## src/rtl/regfile_scoreboard_if.sv

```systemverilog
// regfile_scoreboard_if: read, issue, writeback and flush signals of the register bank.
// master = decode/writeback side, slave = register file.
interface regfile_scoreboard_if #(
   parameter int DATA_W = 32,
   parameter int ADDR_W = 5
);
   logic [ADDR_W-1:0] rs_a_addr_i;
   logic [ADDR_W-1:0] rs_b_addr_i;
   logic [DATA_W-1:0] rs_a_data_o;
   logic [DATA_W-1:0] rs_b_data_o;
   logic              rs_a_busy_o;
   logic              rs_b_busy_o;
   logic              issue_valid_i;
   logic [ADDR_W-1:0] issue_rd_i;
   logic              issue_ready_o;
   logic              wb_valid_i;
   logic [ADDR_W-1:0] wb_rd_i;
   logic [DATA_W-1:0] wb_data_i;
   logic              flush_i;
   logic [ADDR_W-1:0] busy_count_o;

   modport master (
      output rs_a_addr_i, rs_b_addr_i, issue_valid_i, issue_rd_i,
             wb_valid_i, wb_rd_i, wb_data_i, flush_i,
      input  rs_a_data_o, rs_b_data_o, rs_a_busy_o, rs_b_busy_o,
             issue_ready_o, busy_count_o
   );

   modport slave (
      input  rs_a_addr_i, rs_b_addr_i, issue_valid_i, issue_rd_i,
             wb_valid_i, wb_rd_i, wb_data_i, flush_i,
      output rs_a_data_o, rs_b_data_o, rs_a_busy_o, rs_b_busy_o,
             issue_ready_o, busy_count_o
   );
endinterface

```

## src/rtl/regfile_scoreboard.sv

```systemverilog
// regfile_scoreboard: 2R/1W register file with per-register busy scoreboard; REGFILE_BYPASS_EN adds wb->read bypass.
// Reads are 0-cycle, updates visible next cycle; issue_ready_o drops while the destination is busy.
module regfile_scoreboard #(
   parameter int DATA_W = 32,
   parameter int ADDR_W = 5
) (
   input  logic clk_i,
   input  logic reset_ni,
   regfile_scoreboard_if.slave bus
);
   localparam int NREGS = 2**ADDR_W;

   logic [DATA_W-1:0] regs_q [1:NREGS-1];
   logic [NREGS-1:1]  busy_q;
   logic [NREGS-1:1]  busy_d;
   logic [ADDR_W-1:0] busy_count_q;
   logic [ADDR_W-1:0] busy_count_d;
   logic [NREGS-1:0]  busy_vec;

   logic issue_ready;
   logic issue_acc;
   logic wb_en;
   logic wb_clears;
   logic byp_a;
   logic byp_b;

   // Bit 0 is the constant-zero register, so it is never busy.
   assign busy_vec    = {busy_q, 1'b0};
   assign issue_ready = !busy_vec[bus.issue_rd_i];
   assign issue_acc   = bus.issue_valid_i && issue_ready && (bus.issue_rd_i != '0);
   assign wb_en       = bus.wb_valid_i && (bus.wb_rd_i != '0);
   assign wb_clears   = wb_en && busy_vec[bus.wb_rd_i];

   always_comb begin
      busy_d = busy_q;
      for (int i = 1; i < NREGS; i++) begin
         if (wb_en && bus.wb_rd_i == ADDR_W'(i)) busy_d[i] = 1'b0;
         // Issue wins over a same-rd writeback: the new producer is still outstanding.
         if (issue_acc && bus.issue_rd_i == ADDR_W'(i)) busy_d[i] = 1'b1;
      end
      if (bus.flush_i) busy_d = '0;
   end

   always_comb begin
      busy_count_d = busy_count_q;
      if (bus.flush_i) begin
         busy_count_d = '0;
      end else begin
         case ({issue_acc, wb_clears})
            2'b10:   busy_count_d = busy_count_q + ADDR_W'(1);
            2'b01:   busy_count_d = busy_count_q - ADDR_W'(1);
            default: busy_count_d = busy_count_q;
         endcase
      end
   end

   always_ff @(posedge clk_i or negedge reset_ni) begin
      if (!reset_ni) begin
         busy_q       <= '0;
         busy_count_q <= '0;
         for (int i = 1; i < NREGS; i++) regs_q[i] <= '0;
      end else begin
         busy_q       <= busy_d;
         busy_count_q <= busy_count_d;
         if (wb_en) regs_q[bus.wb_rd_i] <= bus.wb_data_i;
      end
   end

`ifdef REGFILE_BYPASS_EN
   assign byp_a = wb_en && (bus.wb_rd_i == bus.rs_a_addr_i);
   assign byp_b = wb_en && (bus.wb_rd_i == bus.rs_b_addr_i);
`else
   assign byp_a = 1'b0;
   assign byp_b = 1'b0;
`endif

   always_comb begin
      bus.rs_a_data_o = '0;
      bus.rs_b_data_o = '0;
      if (byp_a)                         bus.rs_a_data_o = bus.wb_data_i;
      else if (bus.rs_a_addr_i != '0)    bus.rs_a_data_o = regs_q[bus.rs_a_addr_i];
      if (byp_b)                         bus.rs_b_data_o = bus.wb_data_i;
      else if (bus.rs_b_addr_i != '0)    bus.rs_b_data_o = regs_q[bus.rs_b_addr_i];
   end

   assign bus.rs_a_busy_o   = byp_a ? 1'b0 : busy_vec[bus.rs_a_addr_i];
   assign bus.rs_b_busy_o   = byp_b ? 1'b0 : busy_vec[bus.rs_b_addr_i];
   assign bus.issue_ready_o = issue_ready;
   assign bus.busy_count_o  = busy_count_q;
endmodule

```

## src/flat_wrapper.sv

```systemverilog
// flat-port wrapper written by rule: the top's interface ports become plain ports
module regfile_scoreboard_flat 
#(
   parameter int DATA_W = 32,
   parameter int ADDR_W = 5
)
  (clk_i, reset_ni, bus_rs_a_addr_i, bus_rs_b_addr_i, bus_issue_valid_i, bus_issue_rd_i, bus_wb_valid_i, bus_wb_rd_i, bus_wb_data_i, bus_flush_i, bus_rs_a_data_o, bus_rs_b_data_o, bus_rs_a_busy_o, bus_rs_b_busy_o, bus_issue_ready_o, bus_busy_count_o);
  regfile_scoreboard_if #(.DATA_W(DATA_W), .ADDR_W(ADDR_W)) bus_i ();
  input  logic clk_i;
  input  logic reset_ni;
  input wire logic [$bits(bus_i.rs_a_addr_i)-1:0] bus_rs_a_addr_i;
  input wire logic [$bits(bus_i.rs_b_addr_i)-1:0] bus_rs_b_addr_i;
  input wire logic [$bits(bus_i.issue_valid_i)-1:0] bus_issue_valid_i;
  input wire logic [$bits(bus_i.issue_rd_i)-1:0] bus_issue_rd_i;
  input wire logic [$bits(bus_i.wb_valid_i)-1:0] bus_wb_valid_i;
  input wire logic [$bits(bus_i.wb_rd_i)-1:0] bus_wb_rd_i;
  input wire logic [$bits(bus_i.wb_data_i)-1:0] bus_wb_data_i;
  input wire logic [$bits(bus_i.flush_i)-1:0] bus_flush_i;
  output wire logic [$bits(bus_i.rs_a_data_o)-1:0] bus_rs_a_data_o;
  output wire logic [$bits(bus_i.rs_b_data_o)-1:0] bus_rs_b_data_o;
  output wire logic [$bits(bus_i.rs_a_busy_o)-1:0] bus_rs_a_busy_o;
  output wire logic [$bits(bus_i.rs_b_busy_o)-1:0] bus_rs_b_busy_o;
  output wire logic [$bits(bus_i.issue_ready_o)-1:0] bus_issue_ready_o;
  output wire logic [$bits(bus_i.busy_count_o)-1:0] bus_busy_count_o;
  assign bus_i.rs_a_addr_i = bus_rs_a_addr_i;
  assign bus_i.rs_b_addr_i = bus_rs_b_addr_i;
  assign bus_i.issue_valid_i = bus_issue_valid_i;
  assign bus_i.issue_rd_i = bus_issue_rd_i;
  assign bus_i.wb_valid_i = bus_wb_valid_i;
  assign bus_i.wb_rd_i = bus_wb_rd_i;
  assign bus_i.wb_data_i = bus_wb_data_i;
  assign bus_i.flush_i = bus_flush_i;
  assign bus_rs_a_data_o = bus_i.rs_a_data_o;
  assign bus_rs_b_data_o = bus_i.rs_b_data_o;
  assign bus_rs_a_busy_o = bus_i.rs_a_busy_o;
  assign bus_rs_b_busy_o = bus_i.rs_b_busy_o;
  assign bus_issue_ready_o = bus_i.issue_ready_o;
  assign bus_busy_count_o = bus_i.busy_count_o;
  regfile_scoreboard #(.DATA_W(DATA_W), .ADDR_W(ADDR_W)) u_core (.clk_i(clk_i), .reset_ni(reset_ni), .bus(bus_i));
endmodule
```

## config.mk

```make
export PLATFORM = sky130hd
export DESIGN_NAME = regfile_scoreboard_flat
export DESIGN_NICKNAME = d
export VERILOG_FILES = /design/src/rtl/regfile_scoreboard_if.sv /design/src/rtl/regfile_scoreboard.sv /design/src/flat_wrapper.sv
export SDC_FILE = /design/constraint.sdc
export NUM_CORES = 2
export LEC_CHECK = 0
export ABC_AREA = 0
export CAP_MARGIN = 10
export CORE_ASPECT_RATIO = 0.8
export CORE_UTILIZATION = 60
export DETAILED_ROUTE_END_ITERATION = 8
export PLACE_DENSITY_LB_ADDON = 0.25
export SLEW_MARGIN = 20
export SYNTH_ARGS = -nofsm -noshare
export SYNTH_HDL_FRONTEND = slang
export SYNTH_SLANG_ARGS = --single-unit
```

## constraint.sdc

```tcl
create_clock -name clk_i -period 4.4 [get_ports clk_i]
set_input_delay 0.66 -clock clk_i [delete_from_list [all_inputs] [get_ports clk_i]]
set_output_delay 0.66 -clock clk_i [all_outputs]
set_load 0.005 [all_outputs]
```

==> flow_summary.json <==
{
  "setup_viol": 0,
  "cp_slowest_cell": "mux4_2",
  "synth_ff_type": "dfrtp_1",
  "violations": "hold timing",
  "num_rows": 99,
  "dieHeight_um": 275,
  "wl_per_cell_um": 33.0,
  "area_growth_pct": 12.6,
  "slowest_delay_ns": 0.54,
  "mostFrequentLayoutCell": "mux2_2",
  "finalCritPeriodShare": 0.917,
  "synth.avg_cell_area_um2": 16.2,
  "synth_edf_count": 0,
  "syn_nets": 3511,
  "ys_seq_area_frac": 0.461,
  "dieArea_um2": 94200,
  "grt_pass1_vias": 36763,
  "critPathArrivalTime_ns": 3.37,
  "synth_seq_cells": 1028,
  "post_cts_resized": 0,
  "setup_ws_ns": 0.365,
  "vdd_drop_max_uv": 351,
  "multi_input_area_um2": 28500,
  "fp.dieW_um": 343,
  "maxSlewHeadroom": 0.249,
  "period_minus_slack_ns": 4.03,
  "synth_area_um2": 55800,
  "cp-start-kind": "primary input",
  "vias": 34587,
  "async_flop_share": 1.00,
  "track_usage": 0.344,
  "register_area_um2": 25700,
  "dp_cells": 4572,
  "clk_path_buf_depth": 3,
  "synth-warning-count": 0,
  "initial_core_util": 0.608,
  "post_cts_buffers": 0,
  "p_leak_nw": 26.7,
  "tritoncts": "yes",
  "cts_sinks": 1028,
  "wl_mm": 157,
  "finalHoldViolCount": 10,
  "yosysUniqueCellTypes": 59,
  "vias_per_cell": 7.26,
  "critPathKind": "in2out",
  "rsz0062_at_grt": "false",
  "root_buffer": "clkbuf_16",
  "path_buf_inv": 3,
  "dpl.hpwl_mm": 96.8,
  "hp-class": "in2async",
  "io_pins": 129,
  "crit_family": "multiplexers",
  "fin_util": 0.685,
  "first_pass_iters": 5,
  "syn_inst": 3450,
  "status": "complete, but fails checks",
  "postCtsHoldBufs": 0,
  "clock_skew_ns": 0.0159,
  "drv_cap": 0,
  "final_cell_mix": "mux2_2, dfrtp_1, mux4_2, clkdlybuf4s50_1",
  "p_per_area_nw_per_um2": 452,
  "grt-ovfl-total": 0,
  "end_kind": "output port",
  "cp_common_cell": "mux4_2",
  "worst_skew_pair.late_latency_ns": 0.71,
  "ctsHtreeMaxLevel": 3,
  "final_cells": 4764,
  "place_ws_ns": -0.0214,
  "critPathMaxFanout": 42,
  "fillCellCount": 5898,
  "grt_first_pass_wirelength_mm": 239,
  "path_cells": "buf_8, buf_12, mux4_2, mux4_2, mux2_2, clkdlybuf4s50_1",
  "nets": 3527,
  "numCtsBuffers": 104,
  "portBuffers": 128,
  "clk_pin_slew_ns": 0.06,
  "drtIter0Drc": 3660,
  "holdWs_ns": -0.0425,
  "fmax_mhz": 248,
  "maxSlewViolCount": 0,
  "gp_congestion": 0.902,
  "drcViolationCount": 0,
  "antenna_found_initial": 2,
  "core-area_um2": 91700,
  "grt_max_degree": 121,
  "crit_required_ns": 3.74,
  "antenna_left": 0,
  "tightest_slew_ns": 1.12,
  "final_layout_size_suffix_gt1_frac": 0.592
}
-- logic make-up (layout without fill, tap and decap cells) --
family | Yosys count | in the layout | synth area share
AND/OR/NAND/NOR | 153 | 153 | 0.0148
XOR/XNOR | 2 | 2 | 0.000449
other | 0 | 1 | 0
multiplexers | 1746 | 1746 | 0.475
buffers and inverters | 394 | 495 | 0.0300
AO/OA/AOI/OAI | 123 | 123 | 0.0178
flip-flops | 1028 | 1028 | 0.461
adder cells (fa/ha/maj) | 4 | 4 | 0.00103
-- worst reg2reg max path, stage by stage (launching register included) --
cell      delay [ns]
dfrtp_1         0.46
mux4_1          0.51
mux2_2          0.28
a221oi_2        0.24
nor3_2          0.10
nand2_1         0.13
inv_1           0.09
ha_1            0.31
nor2b_1         0.16
o21a_1          0.17
or2_2           0.28
a211oi_1        0.27
mux2i_1         0.13
mux2_2          0.28
-- cell usage after synthesis, drive strengths merged, types with 6 or more instances --
cell type     n  area, um^2
mux2       1136       12800
dfrtp      1028       25700
mux4        603       13600
clkbuf      210         788
buf         173         846
a22o         65         569
nor2         43         161
nand2        31         116
a21oi        26         141
nor2b        22         138
or4          15         113
nand2b       12        75.1
inv          11        41.3
mux2i         7        82.6
and3          6        42.5
-- stage by stage --
step	instance area [um^2]	setup TNS (ns)	hold WS, ns	power (W)
finish	62800	0	-0.0425	0.0284
global route	62800	0	0.0109	0.0294
CTS	62800	0	0.0231	0.0284
detailed placement	59100	-0.0214	0.491	0.0189
global placement	59100	-0.0112	0.479	0.0183
floorplan	55800	0	0.364	0.0167
-- state kept, by name, indices dropped and copies added, names as in the netlist --
name	count
u_core.regs_q	992
u_core.bus.busy_count_o	5
u_core.busy_q	31
-- routing by layer --
layer  vias to the layer above  routed length [um]  track usage
li1                      13560                   -            -
met2                      1687               77100        0.554
met5                         -                  12            0
met3                       412               12400       0.0610
met1                     18926               61400        0.471
met4                         2                6390        0.135
-- cell type report --
class	instances	share of cell area
antenna	1	0.0000399
clock buffer	138	0.0475
clock inverter	53	0.0112
inverter	11	0.000658
multi-input combinational	2028	0.454
sequential	1028	0.410
tap	1212	0.0242
timing repair buffer	293	0.0523
-- report_power, final --
part,switching (W),total (W),internal (W),leakage [nW]
Sequential,0.00135,0.0126,0.0113,13.2
Clock,0.00397,0.00958,0.00561,1.82
Combinational,0.00220,0.00618,0.00398,11.7
-- path summary, 6_finish.rpt --
kind | start | to | slack (ns) | cells past startpoint
min reg2reg | u_core.regs_q[570] | u_core.regs_q[570] | 0.51 | 1
min in group clk_i | u_core.regs_q[570] | u_core.regs_q[570] | 0.51 | 1
max in group asynchronous | reset_ni | u_core.regs_q[280] | 3.16 | 2
max | bus_rs_b_addr_i[0] | bus_rs_b_data_o[0] | 0.37 | 6
max reg2reg | u_core.busy_q[12] | u_core.bus.busy_count_o[4] | 0.89 | 13
min | reset_ni | u_core.bus.busy_count_o[1] | -0.04 | 1
Note: power is estimated with default switching activity, not from simulation.
